File: src/rtl/adf4158_pkg.sv
// Shared constants, state encoding and bank-index decode for the ADF4158
// configuration-interface receiver.
package adf4158_pkg;

    localparam int WORD_W    = 32;
    localparam int NUM_WORDS = 10;
    localparam int CTRL_W    = 3;
    localparam int IDX_W     = 4;
    localparam int CNT_W     = 6;

    // Bit positions inside a device word
    localparam int RAMP_EN_BIT  = 31;  // R0: ramp enable
    localparam int DEV_SEL_BIT  = 23;  // R5: deviation-word select
    localparam int STEP_SEL_BIT = 23;  // R6: step-word select

    // Shadow-bank index of each device word
    localparam logic [IDX_W-1:0] IDX_R0   = 4'd0;
    localparam logic [IDX_W-1:0] IDX_R1   = 4'd1;
    localparam logic [IDX_W-1:0] IDX_R2   = 4'd2;
    localparam logic [IDX_W-1:0] IDX_R3   = 4'd3;
    localparam logic [IDX_W-1:0] IDX_R4   = 4'd4;
    localparam logic [IDX_W-1:0] IDX_R5_0 = 4'd5;
    localparam logic [IDX_W-1:0] IDX_R5_1 = 4'd6;
    localparam logic [IDX_W-1:0] IDX_R6_0 = 4'd7;
    localparam logic [IDX_W-1:0] IDX_R6_1 = 4'd8;
    localparam logic [IDX_W-1:0] IDX_R7   = 4'd9;

    typedef enum logic [1:0] {
        IDLE   = 2'd0,
        SHIFT  = 2'd1,
        COMMIT = 2'd2
    } rx_state_t;

    // Map a received word onto its shadow-bank slot. R5 and R6 each hold two
    // words distinguished by bit 23.
    function automatic logic [IDX_W-1:0] decode_idx(input logic [WORD_W-1:0] w);
        logic [IDX_W-1:0] idx;
        case (w[CTRL_W-1:0])
            3'd0:    idx = IDX_R0;
            3'd1:    idx = IDX_R1;
            3'd2:    idx = IDX_R2;
            3'd3:    idx = IDX_R3;
            3'd4:    idx = IDX_R4;
            3'd5:    idx = w[DEV_SEL_BIT]  ? IDX_R5_1 : IDX_R5_0;
            3'd6:    idx = w[STEP_SEL_BIT] ? IDX_R6_1 : IDX_R6_0;
            default: idx = IDX_R7;
        endcase
        return idx;
    endfunction

endpackage

File: src/rtl/adf4158_sync_edge.sv
// Multi-flop synchroniser for one asynchronous input, with single-cycle
// rise/fall pulses derived from the last two synchronised samples.
module adf4158_sync_edge #(
    parameter int SYNC_STAGES = 2
) (
    input  logic clk,
    input  logic rst,
    input  logic async_in,
    output logic level,
    output logic rise,
    output logic fall
);

    logic [SYNC_STAGES-1:0] sync_q;
    logic                   prev_q;

    // Synchroniser chain plus one history flop for edge detection
    always_ff @(posedge clk) begin
        // NOTE: non-blocking assignments make every flop sample the old value
        // of its neighbour, so the chain shifts one stage per clock.
        if (rst) begin
            sync_q <= '0;
            prev_q <= 1'b0;
        end else begin
            sync_q <= {sync_q[SYNC_STAGES-2:0], async_in};
            prev_q <= sync_q[SYNC_STAGES-1];
        end
    end

    assign level = sync_q[SYNC_STAGES-1];
    assign rise  = level & ~prev_q;
    assign fall  = ~level & prev_q;

endmodule

File: src/rtl/adf4158_spi_rx.sv
// ADF4158 three-wire (sclk/sdata/le) receiver: oversamples the interface on
// clk, deserialises 32-bit words, decodes the target register and keeps a
// shadow bank of all ten device words.
// Optional: define ADF4158_SPI_RX_ERR_CNT_EN to add a saturating 8-bit
// err_count output that counts rejected frames.
module adf4158_spi_rx
    import adf4158_pkg::*;
#(
    parameter int SYNC_STAGES = 2,
    parameter int BANK_DEPTH  = NUM_WORDS
) (
    input  logic                 clk,
    input  logic                 rst,
    input  logic                 sclk,
    input  logic                 sdata,
    input  logic                 le,
    output logic                 word_valid,
    output logic [WORD_W-1:0]    word,
    output logic [IDX_W-1:0]     word_idx,
    output logic                 frame_err,
    output logic [NUM_WORDS-1:0] loaded_mask,
    output logic                 all_loaded,
    output logic                 ramp_en,
    input  logic [IDX_W-1:0]     rd_addr,
    output logic [WORD_W-1:0]    rd_data
`ifdef ADF4158_SPI_RX_ERR_CNT_EN
    ,
    output logic [7:0]           err_count
`endif
);

    logic sclk_rise;
    logic sclk_fall_unused;
    logic sclk_level_unused;
    logic le_rise;
    logic le_fall;
    logic le_level_unused;
    logic sdata_s;
    logic sdata_rise_unused;
    logic sdata_fall_unused;

    adf4158_sync_edge #(.SYNC_STAGES(SYNC_STAGES)) u_sync_sclk (
        .clk      (clk),
        .rst      (rst),
        .async_in (sclk),
        .level    (sclk_level_unused),
        .rise     (sclk_rise),
        .fall     (sclk_fall_unused)
    );

    adf4158_sync_edge #(.SYNC_STAGES(SYNC_STAGES)) u_sync_le (
        .clk      (clk),
        .rst      (rst),
        .async_in (le),
        .level    (le_level_unused),
        .rise     (le_rise),
        .fall     (le_fall)
    );

    // Same depth as sclk, so sdata_s is aligned with the sclk edge sample
    adf4158_sync_edge #(.SYNC_STAGES(SYNC_STAGES)) u_sync_sdata (
        .clk      (clk),
        .rst      (rst),
        .async_in (sdata),
        .level    (sdata_s),
        .rise     (sdata_rise_unused),
        .fall     (sdata_fall_unused)
    );

    rx_state_t         state_q, state_n;
    logic [CNT_W-1:0]  count_q, count_n;
    logic [WORD_W-1:0] shift_q, shift_n;
    logic              commit_fire;
    logic              commit_ok;
    logic              commit_bad;
    logic [IDX_W-1:0]  commit_idx;

    logic [WORD_W-1:0] bank [BANK_DEPTH];

    // Next-state, shift and commit decisions. The commit is resolved on the
    // cycle le rises, using the count/shift already updated by any sclk edge
    // in that same cycle; COMMIT is the one-cycle settle state that follows.
    always_comb begin
        // NOTE: every variable gets a default before the case so no path
        // leaves it unassigned, which would otherwise infer a latch.
        state_n     = state_q;
        count_n     = count_q;
        shift_n     = shift_q;
        commit_fire = 1'b0;
        case (state_q)
            IDLE: begin
                if (le_fall) begin
                    state_n = SHIFT;
                    count_n = '0;
                    shift_n = '0;
                end
            end
            SHIFT: begin
                if (sclk_rise) begin
                    shift_n = {shift_q[WORD_W-2:0], sdata_s};
                    if (count_q != '1) begin
                        count_n = count_q + 6'd1;
                    end
                end
                if (le_rise) begin
                    state_n     = COMMIT;
                    commit_fire = 1'b1;
                end
            end
            COMMIT:  state_n = IDLE;
            default: state_n = IDLE;
        endcase
        commit_ok  = commit_fire && (count_n == 6'(WORD_W));
        commit_bad = commit_fire && !commit_ok;
        commit_idx = decode_idx(shift_n);
    end

    // State, bit counter and shift register
    always_ff @(posedge clk) begin
        if (rst) begin
            state_q <= IDLE;
            count_q <= '0;
            shift_q <= '0;
        end else begin
            state_q <= state_n;
            count_q <= count_n;
            shift_q <= shift_n;
        end
    end

    // Shadow bank write on a good commit
    always_ff @(posedge clk) begin
        // NOTE: the bank is explicitly cleared on reset because it is a
        // visible shadow of device state (ramp_en, rd_data), not scratch RAM.
        if (rst) begin
            for (int i = 0; i < BANK_DEPTH; i++) begin
                bank[i] <= '0;
            end
        end else if (commit_ok) begin
            bank[commit_idx] <= shift_n;
        end
    end

    // Committed-word outputs, status pulses and load tracking
    always_ff @(posedge clk) begin
        if (rst) begin
            word_valid  <= 1'b0;
            frame_err   <= 1'b0;
            word        <= '0;
            word_idx    <= '0;
            loaded_mask <= '0;
            all_loaded  <= 1'b0;
        end else begin
            word_valid <= commit_ok;
            frame_err  <= commit_bad;
            all_loaded <= &loaded_mask;
            if (commit_ok) begin
                word                    <= shift_n;
                word_idx                <= commit_idx;
                loaded_mask[commit_idx] <= 1'b1;
            end
        end
    end

    // Registered read port; a same-cycle write is not forwarded
    always_ff @(posedge clk) begin
        if (rst) begin
            rd_data <= '0;
        end else if (rd_addr < 4'(BANK_DEPTH)) begin
            rd_data <= bank[rd_addr];
        end else begin
            rd_data <= '0;
        end
    end

    assign ramp_en = bank[IDX_R0][RAMP_EN_BIT];

`ifdef ADF4158_SPI_RX_ERR_CNT_EN
    // Saturating count of rejected frames, cleared only by reset
    always_ff @(posedge clk) begin
        if (rst) begin
            err_count <= '0;
        end else if (commit_bad && (err_count != 8'hFF)) begin
            err_count <= err_count + 8'd1;
        end
    end
`endif

endmodule

File: config.mk
export PLATFORM = sky130hd
export DESIGN_NAME = adf4158_spi_rx
export DESIGN_NICKNAME = d
export VERILOG_FILES = /design/src/rtl/adf4158_pkg.sv /design/src/rtl/adf4158_sync_edge.sv /design/src/rtl/adf4158_spi_rx.sv
export SDC_FILE = /design/constraint.sdc
export NUM_CORES = 1
export LEC_CHECK = 0
export CAP_MARGIN = 25
export CORE_MARGIN = 4
export CORE_UTILIZATION = 54
export CTS_BUF_LIST = sky130_fd_sc_hd__clkbuf_8
export DETAILED_ROUTE_END_ITERATION = 12
export GPL_TIMING_DRIVEN = 1
export HOLD_SLACK_MARGIN = 0.02
export PLACE_DENSITY_LB_ADDON = 0.2
export SLEW_MARGIN = 20
export SYNTH_ARGS = -nofsm -noshare
export SYNTH_HDL_FRONTEND = slang
export SYNTH_SLANG_ARGS = --single-unit
export TNS_END_PERCENT = 1
File: constraint.sdc
create_clock -name clk -period 5.5 [get_ports clk]
set_clock_uncertainty 0.1 [all_clocks]
set_input_delay 1.1 -clock clk [delete_from_list [all_inputs] [get_ports clk]]
set_output_delay 1.1 -clock clk [all_outputs]
set_load 0.02 [all_outputs]
==> Yosys cells after proc, flatten, opt, wreduce, memory -nomap -nowiden <==
Memories as Yosys holds them, arrays and structs flattened. A register that Yosys moved wholly into a read port is not among the register bits.
Cells that the tools add are included.
{ "totals": {"regBits": 97, "mem_bits_rw": 320, "inputBits": 9, "output_inout_bits": 82, "elab_cells": 73, "memories": 1} }
{ "memory_table": {"columns": ["name", "words", "word_bits", "read_ports", "rd_ports_with_merged_regs", "write_ports", "line_no", "text"], "rows": [
  ["bank", 10, 32, 2, 1, 10, "adf4158_spi_rx.sv:78", "logic [WORD_W-1:0] bank [BANK_DEPTH];"]
]} }
{ "classes": {"addsub": 1, "magnitude_cmp": 3, "eq_ne": 11, "n_mux": 25, "n_bitwise": 8, "reduce_logical": 10} }
{ "op_table": {"columns": ["op", "count"], "rows": [
  ["2-to-1 mux 32 bit", 3],
  ["one-hot mux 32 bit (2 select lines)", 1],
  ["OR reduction 32 bit", 1],
  ["one-hot mux 4 bit (7 select lines)", 1],
  ["2-to-1 mux 6 bit", 3],
  ["one-hot mux 6 bit (2 select lines)", 1],
  ["bitwise OR 10 bit", 1],
  ["AND reduction 10 bit", 1],
  ["equality test 3 bit, second input constant", 3],
  ["2-to-1 mux 1 bit", 9],
  ["2-to-1 mux 4 bit", 2],
  ["adder 6 x 1 -> 6 bit, second input constant", 1],
  ["equality test 3 x 2 -> 1 bit, second input constant", 2],
  ["equality test 6 bit, second input constant", 1],
  ["2-to-1 mux 2 bit", 3],
  ["inequality test 6 bit, second input constant", 1],
  ["less-than comparator 4 x 5 -> 1 bit, second input constant", 1],
  ["demux 1 bit (select 4 bit)", 1],
  [">= comparator 4 x 1 -> 1 bit, second input constant", 1],
  ["less-than comparator 4 bit, second input constant", 1],
  ["inequality test 2 bit, second input constant", 2],
  ["inverter 1 bit", 4],
  ["one-hot mux 2 bit (2 select lines)", 1],
  ["AND 1 bit", 3],
  ["other kinds (8)", 10]
]} }

==> Depth between registers and ports, before layout <==
{ "depth": {"depth_word": 11, "mapped_depth": 11, "ltp_nobuf": 9} }

==> By module <==
A second synthesis with hierarchy kept.
{ "hier_totals": {"hier_cells": 1356, "area_unflattened_um2": 18202.5} }
{ "modules_own_cells": {"columns": ["mod", "instances", "cells_each", "area_per_inst_um2", "seq_area_each_um2"], "rows": [
  ["adf4158_spi_rx", 1, 1332, 17928.4, 12031.5],
  ["adf4158_sync_edge", 3, 8, 91.3, 60.1]
]} }

==> Worst setup path after synthesis <==
OpenSTA, ideal clock, no wires.
{ "synth_timing": {"path_type": "register to register", "startpoint": "register state_q[0]", "endpoint": "memory bank[6][0] (enable)", "setup_ns": 0.394, "arrival_time_ns": 3.597, "required_ns": 5.006, "slack_ns": 1.409, "path_stages_with_launch": 11, "path_buffers": 3, "period_less_slack_ns": 4.091, "path_cell_list": "dfxtp_1 buf_6 or4b_4 nand2_1 mux2i_1 or3_4 or4_1 clkbuf_2 or4_1 buf_2 nand2b_1"} }
{ "synth_rtl": {"columns": ["item", "line_no", "text"], "rows": [
  ["start: declaration", "adf4158_spi_rx.sv:70", "rx_state_t state_q, state_n;"],
  ["start signal: assignment", "adf4158_spi_rx.sv:125", "state_q <= state_n;"],
  ["end: declaration", "adf4158_spi_rx.sv:78", null]
]} }

==> impl_metrics.tcl <==
set metrics [dict create \
    status "finished, final reports clean" \
    power.density_mw_per_mm2 326 \
    critPathKind "register to register" \
    route.detailed.drc 0 \
    p_sw_share_pct 22.4 \
    yosys_most_used_dff "edfxtp_1" \
    cts_resized 0 \
    required_ns 5.66 \
    wl_um 40600 \
    critical-path-top-delay-family "simple AND/OR/NAND/NOR gates" \
    hold_path_class "register to register" \
    cpPeakStageDelay_ns 0.83 \
    crit_top_cell "or4_1" \
    crit_path_start_kind "register" \
    final_cell_mix "edfxtp_1 (320), nor2_1 (307), dfxtp_1 (129), clkdlybuf4s50_1 (86), inv_1 (80)" \
    synth_edf_count 320 \
    io_buffers 90 \
    switching_power_mw 1.52 \
    clkPwrFrac_pct 38.7 \
    synthCells 1313 \
    clock_path_buffers 3 \
    cts_buffers 71 \
    relSlewSlack_pct 40.6 \
    wl_per_cell_um 21.1 \
    grt_first_pass_wirelength_um 64200 \
    die_y_um 191 \
    fin_crit_sh_pct 86.2 \
    clock_sinks 449 \
    grt_usage_pct 23.0 \
    fmax_mhz 211 \
    seqPwrFrac_pct 55.8 \
    gp_congestion 0.902 \
    clk-insertion-delay-late_ns 0.59 \
    timing.setup.tns_ns 0 \
    initial_core_util_pct 55.1 \
    drive_gt1_share_pct 16.1 \
    die_w_um 191 \
    grt_max_degree 64 \
    cts_max_level 3 \
    finalCriticalPeriod_ns 4.74 \
    post-cts-setup-buffer-count 0 \
    hold_viol 0 \
    grt_pass1_vias 11004 \
    antennaDiodeCount 0 \
    arrival_ns 4.90 \
    first_iter_violations 951 \
    dr.pass1.iters 6 \
    end_kind "register" \
    drv_slew 0 \
    worstMarginPinSlew_ns 0.888 \
    p_int_mw 5.25 \
    yosys_warnings 0 \
    grt_setup_unrepaired "no" \
    finalSetupViolCount 0 \
    crit_chain "and4bb_2 > o21ai_0 > mux2i_1 > or3_4 > or4_1 > or4_1 > nand2b_2 > buf_4" \
    synth_seq_area_share_pct 67.7 \
    dieArea_mm2 0.0363 \
    critPathSlowestCell "and4bb_2" \
    syn_avg_cell_area_um2 13.7 \
    core.rowCount 66 \
    cap_viol_max_count 0 \
    fp.coreArea_mm2 0.0327 \
    syn_area_mm2 0.0180 \
    area_growth_pct 15.1 \
    yosysUniqueCellTypes 58 \
    dpl.hpwl_um 24900 \
    cts_root_buf "clkbuf_8" \
    hold_buffers 0 \
    cp.buffers_inverters 1 \
    async_flop_share_pct 0 \
    critPathMaxFanout 40 \
    grt-ovfl-total 0 \
    ant_nets 0 \
    ios 91 \
    post-route-util_pct 63.4 \
    vias_per_cell 5.61 \
    peakVddDrop_mv 0.232 \
    comb_power_share_pct 5.5 \
    nets 1441 \
    clk_pin_slew_ns 0.06 \
    vias 10815 \
    ys_seq_elements 449 \
    p_leak_nw 7.43 \
    antenna_found_initial 0 \
    cts_tree "done" \
    layout_commonest_cell "edfxtp_1" \
]
[cell type report]
class                   instances  area, µm²
fillers                      2450      12000
well taps                     442        553
flip-flops and latches        449      12200
inverters                      53        199
clock buffers                  77       1060
clock inverters                51        240
multi-input cells             733       5260
repair buffers                123       1220
[power groups by stage]
stage / clock network, mW / logic [mW] / registers (mW)
after global placement: 0 / 0.370 / 3.84
after global routing: 2.83 / 0.399 / 3.79
final: 2.62 / 0.371 / 3.78
after floorplan: 0 / 0.229 / 3.86
after detailed placement: 0 / 0.375 / 3.85
after CTS: 2.67 / 0.376 / 3.78
[synthesized netlist by cell type (2+ instances only)]
library cell  instances  area, µm²
a22oi_1              29        218
nand4_1               6       37.5
edfxtp_1            320       9610
o21ai_0               9       45.0
nor4b_1               2       17.5
clkbuf_1             58        218
and3_1                3       18.8
o22a_1               33        289
nor2_1              309       1160
mux4_2               64       1440
nand3_1               5       25.0
buf_1                17       63.8
inv_1                52        195
o21ba_2               2       20.0
a31oi_1               2       12.5
mux2i_1              67        671
nand2_1              40        150
or4_1                 5       37.5
a21o_1                3       22.5
o31ai_1               2       15.0
a21oi_1               8       40.0
nand2b_1             11       68.8
dfxtp_1             129       2580
nor2_2               34        213
buf_2                 4       20.0
nor3_1                4       20.0
a211oi_1              5       37.5
nor2b_1              18        113
a22o_1               30        263
nor4_1                2       12.5
buf_6                13        146
[per-layer routing]
metal  vias up  global-route usage [%]  part of all wire [%]
met5         -                       0                     0
met1      5336                    33.2                    43
met4         0                    7.49                   2.5
met3        63                    4.36                   7.4
met2       429                    35.7                    47
li1       4987                       -                     -
[path summary, 6_finish.rpt]
path                          start                      to  slack [ns]  cells after the start
min          u_sync_sdata.sync_q[0]  u_sync_sdata.sync_q[1]        0.34                      1
min reg2reg  u_sync_sdata.sync_q[0]  u_sync_sdata.sync_q[1]        0.34                      1
max reg2reg              state_q[0]             bank[7][10]        0.76                      8
max                      state_q[0]             bank[7][10]        0.76                      8
[flip-flops by register name, summed over array words and instances (netlist names)]
signal,flops
all_loaded,1
bank,320
count_q,6
frame_err,1
loaded_mask,10
rd_data,32
shift_q,32
state_q,2
u_sync_le.prev_q,1
u_sync_le.sync_q,2
u_sync_sclk.prev_q,1
u_sync_sclk.sync_q,2
u_sync_sdata.sync_q,2
word,32
word_idx,4
word_valid,1
[through the flow]
stage	power (mW)	instances	worst slack (ns)	instance area, µm²	hold WS (ns)
2_1_floorplan	4.09	1328	1.41	18100	0.314
3_3_place_gp	4.21	1799	0.859	19400	0.322
3_5_place_dp	4.22	1799	0.771	19400	0.320
4_1_cts	6.82	1927	0.751	20700	0.336
5_1_grt	7.01	1928	0.448	20700	0.359
6_report	6.76	1928	0.757	20700	0.336
[cells by family (layout without fill, tap and decap cells)]
group                      after synthesis  after routing  share of synthesized area [%]
and+or+nand+nor                        451            451                           11.0
DFF                                    449            449                           67.7
buffers and inverters                  146            304                           3.62
AOI/OAI and AO/OA                      134            134                           5.84
muxes                                  131            131                           11.7
adders and majority gates                1              1                         0.0695
other                                    1             16                         0.0208
No activity file was read; power rests on OpenSTA's default activity.
